### src/rtl/fetch_ctrl.sv
// IF-stage fetch sequencer: owns the fetch PC, issues one 8-byte-aligned request at a
// time, and presents up to two instructions per beat to decode.
module fetch_ctrl #(
  parameter int              PC_W     = 32,
  parameter logic [PC_W-1:0] RESET_PC = 32'h8000_0000,
  parameter logic [31:0]     NOP_INST = 32'h0000_0013
) (
  input  logic            clk,
  input  logic            rst,
  output logic            imem_req_valid,
  input  logic            imem_req_ready,
  output logic [PC_W-1:0] imem_req_addr,
  input  logic            imem_resp_valid,
  input  logic [63:0]     imem_resp_data,
  output logic            out_valid,
  input  logic            out_ready,
  output logic [PC_W-1:0] out1_pc,
  output logic [31:0]     out1_inst,
  output logic            out2_valid,
  output logic [PC_W-1:0] out2_pc,
  output logic [31:0]     out2_inst,
  input  logic            pred_flag,
  input  logic [PC_W-1:0] pred_addr,
  input  logic            branch_flag,
  input  logic [PC_W-1:0] branch_addr
);

  typedef enum logic [1:0] {IDLE, REQ, WAIT, HOLD} state_t;

  state_t          state_q;
  logic [PC_W-1:0] pc_q;
  logic [PC_W-1:0] fpc_q;
  logic            drop_q;
  logic [PC_W-1:0] out1_pc_q, out2_pc_q;
  logic [31:0]     out1_inst_q, out2_inst_q;
  logic            out2_valid_q;

  logic [PC_W-1:0] branch_pc, pred_pc, seq_pc;

  // Redirect targets are word aligned; low two address bits are discarded.
  assign branch_pc = branch_addr & ~PC_W'(3);
  assign pred_pc   = pred_addr & ~PC_W'(3);
  assign seq_pc    = {fpc_q[PC_W-1:3], 3'b000} + PC_W'(8);

  assign imem_req_valid = (state_q == REQ);
  assign imem_req_addr  = {pc_q[PC_W-1:3], 3'b000};
  assign out_valid      = (state_q == HOLD);
  assign out1_pc        = out1_pc_q;
  assign out1_inst      = out1_inst_q;
  assign out2_valid     = out2_valid_q;
  assign out2_pc        = out2_pc_q;
  assign out2_inst      = out2_inst_q;

  always_ff @(posedge clk or posedge rst) begin
    if (rst) begin
      state_q      <= IDLE;
      pc_q         <= RESET_PC;
      fpc_q        <= '0;
      drop_q       <= 1'b0;
      out1_pc_q    <= '0;
      out2_pc_q    <= '0;
      out1_inst_q  <= NOP_INST;
      out2_inst_q  <= NOP_INST;
      out2_valid_q <= 1'b0;
    end else if (branch_flag) begin
      pc_q <= branch_pc;
      case (state_q)
        REQ: begin
          // The handshake still completes; its response must be squashed.
          if (imem_req_ready) begin
            fpc_q   <= pc_q;
            drop_q  <= 1'b1;
            state_q <= WAIT;
          end else begin
            state_q <= REQ;
          end
        end
        WAIT: begin
          if (imem_resp_valid) begin
            drop_q  <= 1'b0;
            state_q <= REQ;
          end else begin
            drop_q  <= 1'b1;
          end
        end
        default: state_q <= REQ;
      endcase
    end else begin
      case (state_q)
        IDLE: state_q <= REQ;
        REQ: begin
          if (imem_req_ready) begin
            fpc_q   <= pc_q;
            state_q <= WAIT;
          end
        end
        WAIT: begin
          if (imem_resp_valid) begin
            if (drop_q) begin
              drop_q  <= 1'b0;
              state_q <= REQ;
            end else begin
              out1_pc_q <= fpc_q;
              out2_pc_q <= fpc_q + PC_W'(4);
              if (!fpc_q[2]) begin
                out1_inst_q  <= imem_resp_data[31:0];
                out2_inst_q  <= imem_resp_data[63:32];
                out2_valid_q <= 1'b1;
              end else begin
                out1_inst_q  <= imem_resp_data[63:32];
                out2_valid_q <= 1'b0;
              end
              state_q <= HOLD;
            end
          end
        end
        HOLD: begin
          if (out_ready) begin
            pc_q    <= pred_flag ? pred_pc : seq_pc;
            state_q <= REQ;
          end
        end
        default: state_q <= IDLE;
      endcase
    end
  end

endmodule

### config.mk
export PLATFORM = sky130hd
export DESIGN_NAME = fetch_ctrl
export DESIGN_NICKNAME = d
export VERILOG_FILES = /design/src/rtl/fetch_ctrl.sv
export SDC_FILE = /design/constraint.sdc
export NUM_CORES = 1
export LEC_CHECK = 0
export ABC_AREA = 1
export BUFFER_PORTS_ARGS = -buffer_cell sky130_fd_sc_hd__buf_2
export CAP_MARGIN = 40
export CORE_AREA = 2 2 157 159
export CTS_CLUSTER_DIAMETER = 150
export DETAILED_ROUTE_END_ITERATION = 8
export DIE_AREA = 0 0 159 161
export GPL_TIMING_DRIVEN = 0
export PLACE_DENSITY = 0.72
export SYNTH_ARGS = -nofsm -noshare
export SYNTH_HDL_FRONTEND = slang
export SYNTH_SLANG_ARGS = --single-unit
### constraint.sdc
create_clock -name clk -period 13.8 [get_ports clk]
set_input_delay 2.76 -clock clk [delete_from_list [all_inputs] [get_ports clk]]
set_output_delay 2.76 -clock clk [all_outputs]
set_load 0.01 [all_outputs]
# ---- Word-level counts from Yosys, hierarchy flattened
# Cells that the tools add are included.
dict set report totals {
  inputBits 135
  mem_bits_rw 0
  latchBits 0
  register_bits 196
  elab_cells 54
  rom_bits 0
  output_inout_bits 163
  n_memories 0
}
dict set report op_classes {
  order_cmp 0
  shifts 0
  reduce_logical 12
  bitwise_logic 3
  muxes 21
  multipliers 0
  n_div 0
  n_addsub 2
  n_eq_ne 7
}
# operator n
set op_table {}
lappend op_table {{32-bit 2-to-1 mux} 5}
lappend op_table {{32-bit by 3-bit adder with 32-bit output (second input constant)} 1}
lappend op_table {{32-bit by 4-bit adder with 32-bit output (second input constant)} 1}
lappend op_table {{2-bit 2-to-1 mux} 7}
lappend op_table {{2-bit nonzero test} 5}
lappend op_table {{2-bit one-hot mux with 4 select lines} 1}
lappend op_table {{4-bit AND reduction} 2}
lappend op_table {{1-bit 2-to-1 mux} 6}
lappend op_table {{3-bit by 1-bit != test with 1-bit output (second input constant)} 2}
lappend op_table {{5-bit AND reduction} 1}
lappend op_table {{2-bit == test (second input constant)} 2}
lappend op_table {{2-bit one-hot mux with 2 select lines} 1}
lappend op_table {{2-bit AND reduction} 2}
lappend op_table {{3-bit != test (second input constant)} 1}
lappend op_table {{1-bit NOT} 3}
lappend op_table {{3-bit AND reduction} 1}
lappend op_table {{2-bit by 1-bit == test with 1-bit output (second input constant)} 1}
lappend op_table {{2-bit logical NOT} 1}
lappend op_table {{2-bit != test (second input constant)} 1}
lappend op_table {{1-bit one-hot mux with 2 select lines} 1}

# ---- Longest topological paths before layout
dict set report depth {
  ltp_word 5
  ltp_mapped 12
  mapped_depth_nobuf 12
}

# ---- Least setup slack after synthesis
# Ideal clock, no wire load.
dict set report synth_path {
  kind {input port to flip-flop}
  startpoint {input imem_resp_valid}
  endpoint {register out1_inst_q[10], in the netlist out1_inst[10]}
  setup_ns 0.135
  path_stages 7
  t_arrival_ns 3.641
  setup_slack_ns 10.024
  n_path_buf 2
  path_cell_list {nand2_1 > nor3_4 > inv_2 > buf_2 > clkbuf_1 > nand2_1 > o211ai_1}
}
dict set report synth_via {
  elab_chain_cells 1
}
# item line
set synth_lines {}
lappend synth_lines {{start: declaration} 13} ;# input logic imem_resp_valid,
lappend synth_lines {{4-bit AND reduction (no line)} --}
lappend synth_lines {{end signal: assignment} 106} ;# out1_inst_q <= imem_resp_data[31:0];
lappend synth_lines {{end signal: assignment} 110} ;# out1_inst_q <= imem_resp_data[63:32];
lappend synth_lines {{end: declaration} 35} ;# logic [31:0] out1_inst_q, out2_inst_q;
# No other way between the ends.
# A chain may end at the register's enable or synchronous reset.

# ---- Final worst setup path
dict set report layout_path {
  startpoint {register state_q[1]}
  endpoint {output imem_req_valid}
}
dict set report layout_via {
  elab_chain_cells 1
}
# item line
set layout_lines {}
lappend layout_lines {{start: declaration} 30} ;# state_t state_q;
lappend layout_lines {{start signal: assignment} 56} ;# state_q <= IDLE;
lappend layout_lines {{start signal: assignment} 73} ;# state_q <= WAIT;
lappend layout_lines {{start signal: assignment} 75} ;# state_q <= REQ;
lappend layout_lines {{2-bit by 1-bit == test with 1-bit output} 45} ;# assign imem_req_valid = (state_q == REQ);
lappend layout_lines {{end: declaration} 10} ;# output logic imem_req_valid,
# No other way between the ends.

==> run_results.csv <==
group,metric,value,unit
worst_setup_path,critPathLaunchType,"flip-flop",
worst_setup_path,arrival,1400,ps
synth,ys_seq_elements,187,
sta,hold_violations,0,
sta,worst_pin_slew,729,ps
placement,hpwlAfterDp,24500,um
placement,placed_area,11100,um2
sta,setup_tns,0,ps
synth,ys_types,36,
synth,synth_top_area_share,48.9,%
synth,synthTopCellsByArea,"dfrtp_1 (49%), nand2_1 (16%), o21ai_0 (4.8%), inv_1 (4.2%), o211ai_1 (3.7%)",
cts,cts_tree,"yes",
drt,wl,31200,um
sta,relSlewSlack,51.4,%
drt,vias,8814,
power,powerDensity,180,nW/um2
worst_setup_path,worst_path_max_delay_cell,"dfrtp_1",
cts,htree_levels,4,
sta,finalMaxSlewViolations,0,
worst_setup_path,crit_family,"flip-flops",
sta,min_period_over_period,30.2,%
sta,fin_skew,10.9,ps
worst_setup_path,cp-end-kind,"output port",
floorplanning,die-area,25600,um2
power,max-vdd-ir-drop,0.0000790,V
cts,cts_buffers,17,
drt,viasPerCell,4.87,
worst_setup_path,crit_fanout,5,
cts,cts_resized,0,
cts,cts_hold_buf,0,
cts,clk_latency,430,ps
global_routing,overflow,0,
final_layout,area_growth,26.8,%
cts,cts.path.max_buffers,2,
global_routing,grt_util_all_layers,24.4,%
final_layout,fin_nets,1613,
final_layout,final_cells,1810,
run_status,outcome,"complete, no violations",
cts,cts_setup_buffers,0,
drt,dr_wl_met3,2070,um
cts,clock-root-buffer,"clkbuf_16",
drt,wl_met1,13600,um
synth,yosys.area.top_type,"dfrtp_1",
global_routing,antenna_found_initial,0,
global_routing,grt_pass1_vias,8559,
final_layout,fillers,2431,
floorplanning,start_util,38.4,%
sta,rsz0062_at_grt,"false",
drt,drc_errors,0,
floorplanning,die_x,159,um
power,leakage,6.27,nW
drt,drt_iter0_drc,692,
floorplanning,ios,298,
power,power.total,2.10,mW
global_routing,grt_max_degree,122,
synth,synth_cells,1161,
final_layout,layout_common_cells,"nand2_1 (387), buf_2 (305), dfrtp_1 (180)",
placement,dp_cells,1778,
hold_path,hold-path-cell-count,2,
cts,clk_pin_slew,70,ps
hold_path,hold_start,"out1_pc[11]$_DFFE_PP0P_",
worst_setup_path,slowest_delay,420,ps
sta,max_freq,240,MHz
sta,final.min_clock_period,4160,ps
worst_setup_path,reg2reg_to,"out1_inst[26]$_DFFE_PP0P_",
worst_setup_path,ff2ff_path_depth,9,
drt,dr.max_layer_used,"met4",
cts,clock_sink_count,187,
global_routing,grt_pass1_wl,48500,um
worst_setup_path,path_cells,"inv_1 -> ha_1 -> buf_2",
worst_setup_path,timing.critical_path.buf_inv,2,
worst_setup_path,cp_data_required_time,11040,ps
final_layout,final_common_cell,"nand2_1",
synth,synth_seq_area_share,50.9,%
sta,setup_violations,0,
worst_setup_path,ff2ff_setup_slack,11590,ps
floorplanning,die_y,161,um
synth,synth.avg_cell_area,7.93,um2
synth,synthesis.area,9210,um2
final_layout,fin_area,11700,um2
drt,wire_per_inst,17.3,um
drt,met2WireLength,15000,um
final_layout,diodes,0,
synth,yosysWarnings,0,
drt,ant_nets,0,
floorplanning,row_count,57,
drt,dr.pass1.iters,5,
final_layout,layout-drive-gt1-share,27.6,%
worst_setup_path,crit_type,"reg2out",
placement,port_buffers,286,
hold_path,min_to,"out1_pc[11]$_DFFE_PP0P_",
floorplanning,core_area,24000,um2
flow_run,drv_cap,0,
hold_path,hp-class,"reg2reg",
placement,place_congestion,0.934,
worst_setup_path,timing.rr.start,"state_q[0]$_DFFE_PP0P_",
power by group:
| part | internal, mW | switching [mW] | leakage (nW) |
|---|---|---|---|
| sequential | 0.728 | 0.154 | 2.40 |
| combinational | 0.291 | 0.440 | 3.59 |
| clock | 0.259 | 0.230 | 0.272 |
| total | 1.28 | 0.824 | 6.27 |
logic make-up after synthesis:
logic type      synth area share (%)
simple gates                    23.2
compound gates                  14.0
buf+inv                         9.96
flops                           50.9
xor+xnor                       0.951
fa+ha+maj                      0.679
mux                            0.245
other cells                   0.0407
cell usage after synthesis (all sizes together):
library cell,instances
xnor2,2
a21oi,46
inv,108
nor2,78
nor3,2
clkbuf,31
ha,5
dfstp,7
o21ai,111
xor2,8
o31ai,1
o21a,4
dfrtp,180
nand2,394
nand4,2
conb,1
or2,2
buf,60
a31oi,3
mux2,2
nand3,55
o21bai,2
o211ai,45
o22ai,1
a22oi,6
a211oi,1
o221ai,4
flip-flops by register name, summed over array words and instances (netlist names):
register	count
drop_q	1
out1_pc	30
out2_pc	30
state_q	2
fpc_q	30
out1_inst	32
pc_q	30
out2_inst	32
area by class of cell:
cell class / count / area [um2] / share of cell area [%]
Timing Repair Buffer: 287 / 1460 / 12.5
Inverter: 108 / 413 / 3.54
Sequential cell: 187 / 4690 / 40.1
Clock inverter: 13 / 134 / 1.15
Clock buffer: 19 / 443 / 3.79
Tap cell: 324 / 405 / 3.47
Multi-Input combinational cell: 781 / 3620 / 31.0
Buffer: 91 / 512 / 4.38
worst max path at each step:
stage                                       from                   endpoint  cells past startpoint
after floorplan                              rst         drop_q$_DFFE_PP0P_                      1
after global placement                       rst       pc_q[27]$_DFFE_PP0P_                      2
after detailed placement         imem_resp_valid  out1_inst[26]$_DFFE_PP0P_                      8
after CTS                 state_q[1]$_DFFE_PP0P_             imem_req_valid                      3
after global routing      state_q[1]$_DFFE_PP0P_             imem_req_valid                      3
final                     state_q[1]$_DFFE_PP0P_             imem_req_valid                      3
per-layer routing:
metal  up-vias  GRT usage (%)
li1       4320              -
met1      4070           32.4
met2       390           41.2
met3        34           4.67
met4         0           6.32
met5         -              0
worst reg2reg max path: stages, from the launching register on:
cell and delay (ps):
dfrtp_1 410, inv_1 80, ha_1 160, nand2_1 100, nor3_4 360, nand2_2 160
inv_2 300, buf_2 310, nand2_1 130, o211ai_1 100
per-stage QoR:
stage	hold slack (ps)	setup WS [ps]	utilization [%]
5_1_grt	483	9600	48.7
6_report	467	9640	48.7
2_1_floorplan	455	5970	-
3_3_place_gp	451	3760	46.2
4_1_cts	474	9620	48.7
3_5_place_dp	456	9420	46.3
No activity file was read; power rests on OpenSTA's default activity.
